## src/rtl/control_pkg.sv

```systemverilog
// Shared encodings for the multi-cycle RISC-V control FSM.
// RV_JAL_EN adds the JAL state; without it the JAL opcode decodes as illegal.
package control_pkg;

    localparam logic [6:0] OP_R      = 7'b0110011;
    localparam logic [6:0] OP_I      = 7'b0010011;
    localparam logic [6:0] OP_LOAD   = 7'b0000011;
    localparam logic [6:0] OP_STORE  = 7'b0100011;
    localparam logic [6:0] OP_BRANCH = 7'b1100011;
    localparam logic [6:0] OP_JAL    = 7'b1101111;

    typedef enum logic [3:0] {
        ST_RESET     = 4'd0,
        ST_FETCH     = 4'd1,
        ST_DECODE    = 4'd2,
        ST_MEM_ADDR  = 4'd3,
        ST_MEM_READ  = 4'd4,
        ST_MEM_WB    = 4'd5,
        ST_MEM_WRITE = 4'd6,
        ST_EXEC_R    = 4'd7,
        ST_EXEC_I    = 4'd8,
        ST_ALU_WB    = 4'd9,
        ST_BRANCH    = 4'd10,
`ifdef RV_JAL_EN
        ST_JAL       = 4'd11,
`endif
        ST_TRAP      = 4'd12
    } state_e;

    typedef enum logic [2:0] {
        CLS_R       = 3'd0,
        CLS_I       = 3'd1,
        CLS_LOAD    = 3'd2,
        CLS_STORE   = 3'd3,
        CLS_BRANCH  = 3'd4,
        CLS_JAL     = 3'd5,
        CLS_ILLEGAL = 3'd6
    } op_class_e;

    localparam logic [1:0] ALU_ADD   = 2'b00;
    localparam logic [1:0] ALU_SUB   = 2'b01;
    localparam logic [1:0] ALU_RTYPE = 2'b10;
    localparam logic [1:0] ALU_ITYPE = 2'b11;

    localparam logic [1:0] M2R_ALU = 2'b00;
    localparam logic [1:0] M2R_MDR = 2'b01;
    localparam logic [1:0] M2R_PC4 = 2'b10;

    localparam logic [1:0] PCS_ALU    = 2'b00;
    localparam logic [1:0] PCS_ALUOUT = 2'b01;
    localparam logic [1:0] PCS_JUMP   = 2'b10;

    localparam logic [1:0] SRCB_RS2  = 2'b00;
    localparam logic [1:0] SRCB_FOUR = 2'b01;
    localparam logic [1:0] SRCB_IMM  = 2'b10;

    // States that own the memory port and may stall on mem_ready.
    function automatic logic is_wait_state(input state_e s);
        return (s == ST_FETCH) || (s == ST_MEM_READ) || (s == ST_MEM_WRITE);
    endfunction

endpackage

```

## src/rtl/opcode_class.sv

```systemverilog
// Combinational opcode-to-class decode used by the DECODE dispatch.
// RV_JAL_EN controls whether the JAL opcode is a legal class.
module opcode_class
    import control_pkg::*;
(
    input  logic [6:0] opcode,
    output logic [2:0] op_class
);

    always_comb begin
        op_class = CLS_ILLEGAL;
        case (opcode)
            OP_R:      op_class = CLS_R;
            OP_I:      op_class = CLS_I;
            OP_LOAD:   op_class = CLS_LOAD;
            OP_STORE:  op_class = CLS_STORE;
            OP_BRANCH: op_class = CLS_BRANCH;
`ifdef RV_JAL_EN
            OP_JAL:    op_class = CLS_JAL;
`endif
            default:   op_class = CLS_ILLEGAL;
        endcase
    end

endmodule

```

## src/rtl/multicycle_control.sv

```systemverilog
// Multi-cycle RISC-V control FSM with memory ready handshake and wait timeout.
// RV_JAL_EN enables the JAL state.
module multicycle_control
    import control_pkg::*;
#(
    parameter int WAIT_MAX = 16
) (
    input  logic       clk,
    input  logic       rst_n,
    input  logic [6:0] opcode,
    input  logic       zero,
    input  logic       mem_ready,
    output logic       pc_write,
    output logic       ir_write,
    output logic       iord,
    output logic       mem_read,
    output logic       mem_write,
    output logic       reg_write,
    output logic [1:0] mem_to_reg,
    output logic       alu_src_a,
    output logic [1:0] alu_src_b,
    output logic [1:0] alu_op,
    output logic [1:0] pc_source,
    output logic [3:0] state,
    output logic       illegal,
    output logic       fault
);

    localparam int CW = (WAIT_MAX > 0) ? $clog2(WAIT_MAX + 1) : 1;
    localparam logic [CW-1:0] CNT_LAST = (WAIT_MAX > 0) ? CW'(WAIT_MAX - 1) : '0;

    state_e        state_reg, state_next;
    logic [CW-1:0] cnt_reg;
    logic          illegal_reg, fault_reg;
    logic          set_illegal, set_fault;
    logic          wait_expired;
    logic [2:0]    cls_raw;
    op_class_e     cls;

    opcode_class u_opcode_class (
        .opcode   (opcode),
        .op_class (cls_raw)
    );

    assign cls = op_class_e'(cls_raw);
    // A ready in the final allowed wait cycle still completes the access.
    assign wait_expired = (WAIT_MAX != 0) && (cnt_reg == CNT_LAST) && !mem_ready;

    always_ff @(posedge clk or negedge rst_n) begin
        if (!rst_n) begin
            state_reg   <= ST_RESET;
            cnt_reg     <= '0;
            illegal_reg <= 1'b0;
            fault_reg   <= 1'b0;
        end else begin
            state_reg <= state_next;
            if (state_next != state_reg)
                cnt_reg <= '0;
            else if (is_wait_state(state_reg) && !mem_ready)
                cnt_reg <= cnt_reg + 1'b1;
            if (set_illegal)
                illegal_reg <= 1'b1;
            if (set_fault)
                fault_reg <= 1'b1;
        end
    end

    always_comb begin
        state_next  = state_reg;
        set_illegal = 1'b0;
        set_fault   = 1'b0;
        pc_write    = 1'b0;
        ir_write    = 1'b0;
        iord        = 1'b0;
        mem_read    = 1'b0;
        mem_write   = 1'b0;
        reg_write   = 1'b0;
        mem_to_reg  = M2R_ALU;
        alu_src_a   = 1'b0;
        alu_src_b   = SRCB_RS2;
        alu_op      = ALU_ADD;
        pc_source   = PCS_ALU;
        case (state_reg)
            ST_RESET: state_next = ST_FETCH;
            ST_FETCH: begin
                mem_read  = 1'b1;
                alu_src_b = SRCB_FOUR;
                ir_write  = mem_ready;
                pc_write  = mem_ready;
                if (mem_ready) begin
                    state_next = ST_DECODE;
                end else if (wait_expired) begin
                    state_next = ST_TRAP;
                    set_fault  = 1'b1;
                end
            end
            ST_DECODE: begin
                alu_src_b = SRCB_IMM;
                case (cls)
                    CLS_R:               state_next = ST_EXEC_R;
                    CLS_I:               state_next = ST_EXEC_I;
                    CLS_LOAD, CLS_STORE: state_next = ST_MEM_ADDR;
                    CLS_BRANCH:          state_next = ST_BRANCH;
`ifdef RV_JAL_EN
                    CLS_JAL:             state_next = ST_JAL;
`endif
                    default: begin
                        state_next  = ST_TRAP;
                        set_illegal = 1'b1;
                    end
                endcase
            end
            ST_MEM_ADDR: begin
                alu_src_a  = 1'b1;
                alu_src_b  = SRCB_IMM;
                state_next = (cls == CLS_STORE) ? ST_MEM_WRITE : ST_MEM_READ;
            end
            ST_MEM_READ: begin
                mem_read = 1'b1;
                iord     = 1'b1;
                if (mem_ready) begin
                    state_next = ST_MEM_WB;
                end else if (wait_expired) begin
                    state_next = ST_TRAP;
                    set_fault  = 1'b1;
                end
            end
            ST_MEM_WB: begin
                reg_write  = 1'b1;
                mem_to_reg = M2R_MDR;
                state_next = ST_FETCH;
            end
            ST_MEM_WRITE: begin
                mem_write = 1'b1;
                iord      = 1'b1;
                if (mem_ready) begin
                    state_next = ST_FETCH;
                end else if (wait_expired) begin
                    state_next = ST_TRAP;
                    set_fault  = 1'b1;
                end
            end
            ST_EXEC_R: begin
                alu_src_a  = 1'b1;
                alu_op     = ALU_RTYPE;
                state_next = ST_ALU_WB;
            end
            ST_EXEC_I: begin
                alu_src_a  = 1'b1;
                alu_src_b  = SRCB_IMM;
                alu_op     = ALU_ITYPE;
                state_next = ST_ALU_WB;
            end
            ST_ALU_WB: begin
                reg_write  = 1'b1;
                state_next = ST_FETCH;
            end
            ST_BRANCH: begin
                alu_src_a  = 1'b1;
                alu_op     = ALU_SUB;
                pc_source  = PCS_ALUOUT;
                pc_write   = zero;
                state_next = ST_FETCH;
            end
`ifdef RV_JAL_EN
            ST_JAL: begin
                pc_source  = PCS_JUMP;
                pc_write   = 1'b1;
                reg_write  = 1'b1;
                mem_to_reg = M2R_PC4;
                state_next = ST_FETCH;
            end
`endif
            ST_TRAP: state_next = ST_TRAP;
            default: state_next = ST_RESET;
        endcase
    end

    assign state   = state_reg;
    assign illegal = illegal_reg;
    assign fault   = fault_reg;

endmodule

```

## config.mk

```make
export PLATFORM = sky130hd
export DESIGN_NAME = multicycle_control
export DESIGN_NICKNAME = d
export VERILOG_FILES = /design/src/rtl/control_pkg.sv /design/src/rtl/opcode_class.sv /design/src/rtl/multicycle_control.sv
export SDC_FILE = /design/constraint.sdc
export NUM_CORES = 1
export LEC_CHECK = 0
export CAP_MARGIN = 10
export CELL_PAD_IN_SITES_DETAIL_PLACEMENT = 0
export CELL_PAD_IN_SITES_GLOBAL_PLACEMENT = 1
export CORE_MARGIN = 5
export CORE_UTILIZATION = 35
export CTS_CLUSTER_DIAMETER = 120
export CTS_CLUSTER_SIZE = 12
export DETAILED_ROUTE_END_ITERATION = 6
export DONT_BUFFER_PORTS = 1
export MAX_ROUTING_LAYER = met4
export PLACE_DENSITY = 0.68
export SYNTH_ARGS = -nofsm -noshare
export SYNTH_HDL_FRONTEND = slang
export SYNTH_HIERARCHICAL = 1
export SYNTH_SLANG_ARGS = --single-unit
```

## constraint.sdc

```tcl
create_clock -name clk -period 1.67 [get_ports clk]
set_input_delay 0.334 -clock clk [delete_from_list [all_inputs] [get_ports clk]]
set_output_delay 0.334 -clock clk [all_outputs]
set_load 0.1 [all_outputs]
```

# After elaboration in Yosys (flattened, before gate mapping)
# Index checks and enable logic that the tools add are counted.
word_totals:
  regBits: 11
  in_bits: 11
  out_inout_bits: 21
  elab_cells: 71
classes:
  addsub: 1
  n_eq_ne: 22
  muxes: 26
  n_reduce_logical: 18
ops:
  columns: ["cell", "n"]
  rows:
  - ["4-bit case mux with 8 select lines", 1]
  - ["4-bit by 3-bit equality test with 1-bit output (second input constant)", 4]
  - ["4-bit equality test (second input constant)", 4]
  - ["4-bit 2-to-1 mux", 4]
  - ["4-bit case mux with 4 select lines", 1]
  - ["3-bit case mux with 5 select lines", 1]
  - ["7-bit by 6-bit equality test with 1-bit output (second input constant)", 2]
  - ["1-bit 2-to-1 mux", 13]
  - ["5-bit 2-to-1 mux", 2]
  - ["2-bit OR reduction", 5]
  - ["4-bit by 2-bit equality test with 1-bit output (second input constant)", 2]
  - ["4-bit OR reduction", 2]
  - ["7-bit by 2-bit equality test with 1-bit output (second input constant)", 1]
  - ["7-bit by 5-bit equality test with 1-bit output (second input constant)", 1]
  - ["7-bit equality test (second input constant)", 1]
  - ["3-bit by 2-bit equality test with 1-bit output (second input constant)", 2]
  - ["2-bit case mux with 3 select lines", 1]
  - ["3-bit OR reduction", 2]
  - ["5-bit by 1-bit adder with 5-bit output (second input constant)", 1]
  - ["5-bit by 4-bit equality test with 1-bit output (second input constant)", 1]
  - ["5-bit OR reduction", 1]
  - ["4-bit by 1-bit equality test with 1-bit output (second input constant)", 1]
  - ["4-bit logical NOT", 1]
  - ["4-bit inequality test", 1]
  - ["10 further kinds", 12]

# Depth between registers and ports, before layout
# Gate-level depths: netlist of run 1.
depth:
  ltp_word: 8
  ltp_mapped: 8
  depth_no_buf: 8

# Cells and area by module
# The synthesis of run 1 kept the hierarchy.
by_module_without_submodules:
  columns: ["mod", "instances", "cells_each", "area_each_um2"]
  rows:
  - ["multicycle_control", 1, 114, 889.6]
  - ["opcode_class", 1, 8, 60.1]

# Worst setup path after synthesis of run 1
# OpenSTA, ideal clock, no wires.
synth_timing:
  path_kind: "register -> output"
  from: "register state_reg[0] (netlist: state[0])"
  to: "output port pc_write"
  arrival_ns: 5.167
  required_ns: 1.336
  slack_ns: -3.831
  stages_incl_launch_ff: 6
  cell_sequence: "dfrtp_1 clkbuf_1 nand2_1 nor3_1 and2_1 a21o_1"
synth_between:
  elab_chain_len: 2
  elab_cells_between_ends: 3
  classes_between: "eq/ne: 2; mux: 1"
synth_rtl:
  columns: ["element", "line", "text"]
  rows:
  - ["from (decl)", "multicycle_control.sv:32", "state_e state_reg, state_next;"]
  - ["from (signal assigned)", "multicycle_control.sv:56", "state_reg <= state_next;"]
  - ["4-bit equality test / 4-bit by 1-bit equality test with 1-bit output (equally long branches)", "multicycle_control.sv:83", "case (state_reg)"]
  - ["1-bit case mux with 2 select lines *", "multicycle_control.sv:83", null]
  - ["to (decl)", "multicycle_control.sv:13", "output logic pc_write,"]
# Mark *: on every way between the ends. The rest lies on a longest branch, timed or not.

# Worst setup path after layout of run 1
layout_timing:
  from: "register state_reg[2] (netlist: state[2])"
  to: "output port pc_write"
# Same word-level chain as after synthesis.

==> flow_summary.ini, run 1 <==
[worst_setup_path]
crit_path_end_kind = output pin
cp-start-kind = flip-flop
worstRegToRegCells = 5
worst_ep_required_time_ns = 1.34
crit_type = flip-flop to output pin
arrival_ns = 1.58
cp_max_fo = 3

[route]
wl_mm = 3.29
ant_nets = 0
drtIter0Drc = 40
num_vias = 1142
wire_per_inst_um = 15.9
dr.pass1.iters = 4
viasPerCell = 5.52
drc = 0

[finish]
drive_gt1_frac = 0.627
final_area_um2 = 1910
n_antenna_cell = 0
nFillCells = 175
areaGrowthSynthToFinish_pct = 102
final_nets = 191
largest_reg_flops = 5

[global_routing]
grt_max_degree = 16
grt_pass1_wl_mm = 5.35
antenna_found_initial = 0
track_usage = 0.195
grt_pass1_vias = 1178
grt_overflow = 0

[clocking]
cts_root_buffer = clkbuf_4
path_clk_slew_ns = 0.08
clkLatencyLatePin_ns = 0.28
cts_tree = built
clockBufferDepth = 2
clock-sinks = 11
cts-buffers-inserted = 3
htreeDepth = 1

[placement]
pre_cts_ws_ns = -0.242
placed_cell_area_um2 = 1560
routabilityCongestion = 0.872
dpl.hpwl_mm = 2.25
placement.io_buffers = 0

[synthesis]
synthDistinctLibCells = 44
ys_seq_area_frac = 0.290
avgSynthCellArea_um2 = 7.78
yosys_warnings = 6
synth_area_um2 = 950
ys_ff_latch = 11
netlist_instances = 122

[timing]
worstMarginPinSlew_ns = 0.524
fmax_mhz = 521
period_minus_slack_ns = 1.92
skew_ns = 0.0106
drv_slew = 0
hold_slack_ns = 0.312
fin_crit_sh = 1.15
setup_violations = 20
hold_violations = 0
timing.final.ws_setup_ns = -0.248
rsz0062_at_grt = yes
slew_headroom = 0.649

[floorplan]
chipWidth_um = 62.1
rows = 18
fp.dieH_um = 62.1
coreArea_um2 = 2540
start_util = 0.373
ios = 32
die_area_um2 = 3860

[worst_hold_path]
whs_path_depth = 3
worstHoldPathType = input port to flip-flop

[outcome]
violations = negative setup slack
status = complete, but fails checks

[job]
maxCapViolations = 0
worst max-delay path, cell delays in order, from the launching register on:
cell	delay, ns
dfrtp_4	0.50
buf_6	0.13
buf_6	0.11
nor3_4	0.11
and2_4	0.18
a21o_4	0.26
synthesized netlist by cell type, drive strengths merged:
library cell | number | area share
o31ai | 2 | 0.016
a21o | 2 | 0.016
nand2 | 9 | 0.036
a221o | 1 | 0.011
nand2b | 5 | 0.033
a32oi | 1 | 0.0092
a211oi | 3 | 0.037
o21ai | 5 | 0.026
nand4 | 3 | 0.020
a22oi | 1 | 0.0079
xor2 | 3 | 0.028
conb | 1 | 0.0039
a21boi | 1 | 0.0079
and2 | 2 | 0.013
dfrtp | 11 | 0.29
nor2 | 21 | 0.086
or4 | 1 | 0.0079
xnor2 | 3 | 0.028
and2b | 2 | 0.017
mux2i | 1 | 0.011
nand4b | 1 | 0.0092
or3b | 1 | 0.012
a31o | 1 | 0.0092
clkbuf | 5 | 0.020
nor4b | 1 | 0.0092
nor2b | 3 | 0.020
nor3 | 4 | 0.021
ha | 2 | 0.026
and3b | 1 | 0.011
inv | 3 | 0.012
o2111ai | 1 | 0.0092
o22ai | 1 | 0.0066
a311oi | 1 | 0.0092
a21oi | 8 | 0.042
a31oi | 1 | 0.0066
and3 | 2 | 0.013
a221oi | 1 | 0.0092
o211ai | 2 | 0.021
buf | 5 | 0.032
timing repair:
action	in CTS	in global routing
hold buffers	1	0
resized for setup	50	7
hold endpoints to repair	11	0
endpoints found under the setup margin	20	22
pin swaps	12	10
buffers inserted	11	4
metrics by stage:
stage                     cells  utilization  setup TNS [ns]
final                       207        0.752           -2.89
after global routing        207        0.752           -4.34
after CTS                   205        0.742           -2.91
after detailed placement    189        0.611           -1.37
after global placement      189        0.611           -1.04
after floorplan             123            -           -8.72
cell families after synthesis:
| logic type | count (synthesis) | share of synthesized area |
|---|---|---|
| flip-flops | 11 | 0.290 |
| other | 1 | 0.00395 |
| XOR/XNOR | 6 | 0.0553 |
| AO/OA/AOI/OAI | 32 | 0.244 |
| buffers and inverters | 13 | 0.0632 |
| AND/OR/NAND/NOR | 56 | 0.307 |
| adder cells (fa/ha/maj) | 2 | 0.0263 |
| multiplexers | 1 | 0.0105 |
cell usage in the layout (no fill, tap or decap), types with 2 or more instances in the layout:
cell type  synthesis  final
buf_4              2     37
buf_12             0     13
nor2_1            20     10
buf_6              0      8
nor2_4             0      7
dfrtp_1           11      7
nand2_1            9      5
o21ai_0            5      5
nor2_2             1      4
a21oi_1            8      4
dfrtp_4            0      4
nand2b_4           0      3
xor2_1             3      3
nor3_4             0      3
nand4_1            3      3
clkbuf_4           0      3
inv_4              0      2
nand2_2            0      2
a21oi_4            0      2
a21oi_2            0      2
nand2b_1           5      2
xnor2_1            3      2
conb_1             1      2
per-layer routing:
metal  routed length [um]  GRT usage  vias to the layer above
li1                     -          -                      548
met1                 1340      0.247                      556
met2                 1680      0.308                       32
met3                  213     0.0517                        6
met4                   51     0.0515                        0
met5                    0          -                        -
layout make-up:
| class | instances | area (um^2) | area share |
|---|---|---|---|
| Inverter | 3 | 16.3 | 0.00850 |
| Timing Repair Buffer | 60 | 643 | 0.336 |
| Clock buffer | 4 | 26.3 | 0.0137 |
| Tap cell | 30 | 37.5 | 0.0196 |
| Sequential cell | 11 | 290 | 0.152 |
| Multi-Input combinational cell | 99 | 901 | 0.471 |
worst paths after layout:
kind,from,endpoint,slack (ns)
min in group asynchronous,rst_n,state[3],0.46
worst max-delay path,state[2],pc_write,-0.25
worst min register to register,fault,fault,0.46
worst min-delay path,mem_ready,cnt_reg[4],0.31
max in group asynchronous,rst_n,state[0],0.80
worst max register to register,state[1],cnt_reg[3],-0.19
Power of run 1 is left out: the tool's default activity adds up to more than one toggle a clock period on the data nets, which glitch-free logic cannot reach.
==> run 2, diff against run 1 <==
==> constraint.sdc (replaced) <==
create_clock -name clk -period 1.6 [get_ports clk]
set_input_delay 0.32 -clock clk [delete_from_list [all_inputs] [get_ports clk]]
set_output_delay 0.32 -clock clk [all_outputs]
set_load 0.1 [all_outputs]
==> flow_summary.ini, run 2 (synthesis gave the netlist of run 1 again) <==
[timing]
fmax_mhz = 531
rsz0062_at_grt = yes
hold_violations = 0
drv_slew = 0
fin_crit_sh = 1.18
worstMarginPinSlew_ns = 0.510
timing.final.ws_setup_ns = -0.282
period_minus_slack_ns = 1.88
slew_headroom = 0.659
skew_ns = 0.0122
setup_violations = 20

[placement]
placement.io_buffers = 0
routabilityCongestion = 0.901
dpl.hpwl_mm = 2.16
placed_cell_area_um2 = 1580

[clocking]
clock-sinks = 11
path_clk_slew_ns = 0.07
clkLatencyLatePin_ns = 0.28
cts-buffers-inserted = 3
htreeDepth = 1
cts_tree = built
cts_root_buffer = clkbuf_4
clockBufferDepth = 2

[floorplan]
chipWidth_um = 62.1
fp.dieH_um = 62.1
coreArea_um2 = 2540
ios = 32
start_util = 0.373
die_area_um2 = 3860
rows = 18

[outcome]
violations = negative setup slack
status = complete, but fails checks

[global_routing]
use_met3 = 0.0413
met1_usage = 0.241
met2_usage = 0.294
grt_busiest_layer = met2
grt_pass1_vias = 1110
track_usage = 0.182
grt_pass1_wl_mm = 5.08
grt_max_degree = 20
antenna_found_initial = 0
grt_overflow = 0

[finish]
layout_commonest_cell = buf_4
layout_common_cells = buf_4, buf_12, nor2_1, dfrtp_1, buf_6
final_area_um2 = 1910
areaGrowthSynthToFinish_pct = 101
largest_reg_flops = 5
final_core_util = 0.749
n_antenna_cell = 0
final_nets = 192
drive_gt1_frac = 0.612

[route]
drtIter0Drc = 37
dr.pass1.iters = 6
num_vias = 1125
drc = 0
viasPerCell = 5.41
ant_nets = 0
wl_mm = 3.17
wire_per_inst_um = 15.2

[worst_setup_path]
crit_chain = buf_6 > nor3_4 > and2_4 > a21o_4
cpPeakStageDelay_ns = 0.52
crit_path_end_kind = output pin
cpMaxStageDelayCell = dfrtp_4
cp-start-kind = flip-flop
arrival_ns = 1.56
worst_ep_required_time_ns = 1.28
cp_max_fo = 4
crit_type = flip-flop to output pin

[worst_hold_path]
worstHoldPathType = input port to flip-flop

[job]
maxCapViolations = 0
## run 2: cell type report
class,instances,area (um^2)
Timing Repair Buffer,61,677
Tap cell,30,37.5
Inverter,3,17.5
Sequential cell,11,290
Fill cell,181,638
Multi-Input combinational cell,99,858
Clock buffer,4,26.3
## run 2: timing repair
action	4_1_cts	5_1_grt
setup endpoints to repair	21	23
hold endpoints to repair	11	0
pin swaps	14	11
resized for setup	34	14
hold buffers	1	0
buffers inserted	7	7
## run 2: worst max-delay path: cells and delay by family, from the launching register on
kind,cells,cell delay (ns)
simple gates,2,0.36
compound gates,1,0.26
buf+inv,1,0.14
flops,1,0.52
## run 2: worst paths after layout
kind                       startpoint    endpoint  slack, ns  depth (start not counted)
max                          state[2]    pc_write      -0.28                          4
min                         mem_ready    state[1]       0.26                          2
max reg2reg                cnt_reg[0]  cnt_reg[0]      -0.23                          8
min reg2reg                     fault       fault       0.53                          1
max in group asynchronous       rst_n    state[0]       0.76                          1
min in group asynchronous       rst_n    state[2]       0.44                          1
## run 2: per-stage QoR
step                      hold slack, ns  worst slack [ns]  setup TNS (ns)  std cells
after floorplan                   0.0244             -1.29           -9.79        123
after global placement            0.0248            -0.258           -1.35        191
after detailed placement          0.0249            -0.294           -1.69        191
after CTS                          0.265            -0.258           -3.95        203
after global routing               0.259            -0.314           -4.92        208
final                              0.255            -0.282           -3.78        208
## run 2: metal layers
metal / routed length [um] / vias up / share of wire
li1: - / 545 / -
met1: 1360 / 534 / 0.43
met2: 1530 / 44 / 0.48
met3: 261 / 2 / 0.082
met4: 21 / 0 / 0.0066
met5: 0 / - / 0
Power of run 2 is left out for the same reason.
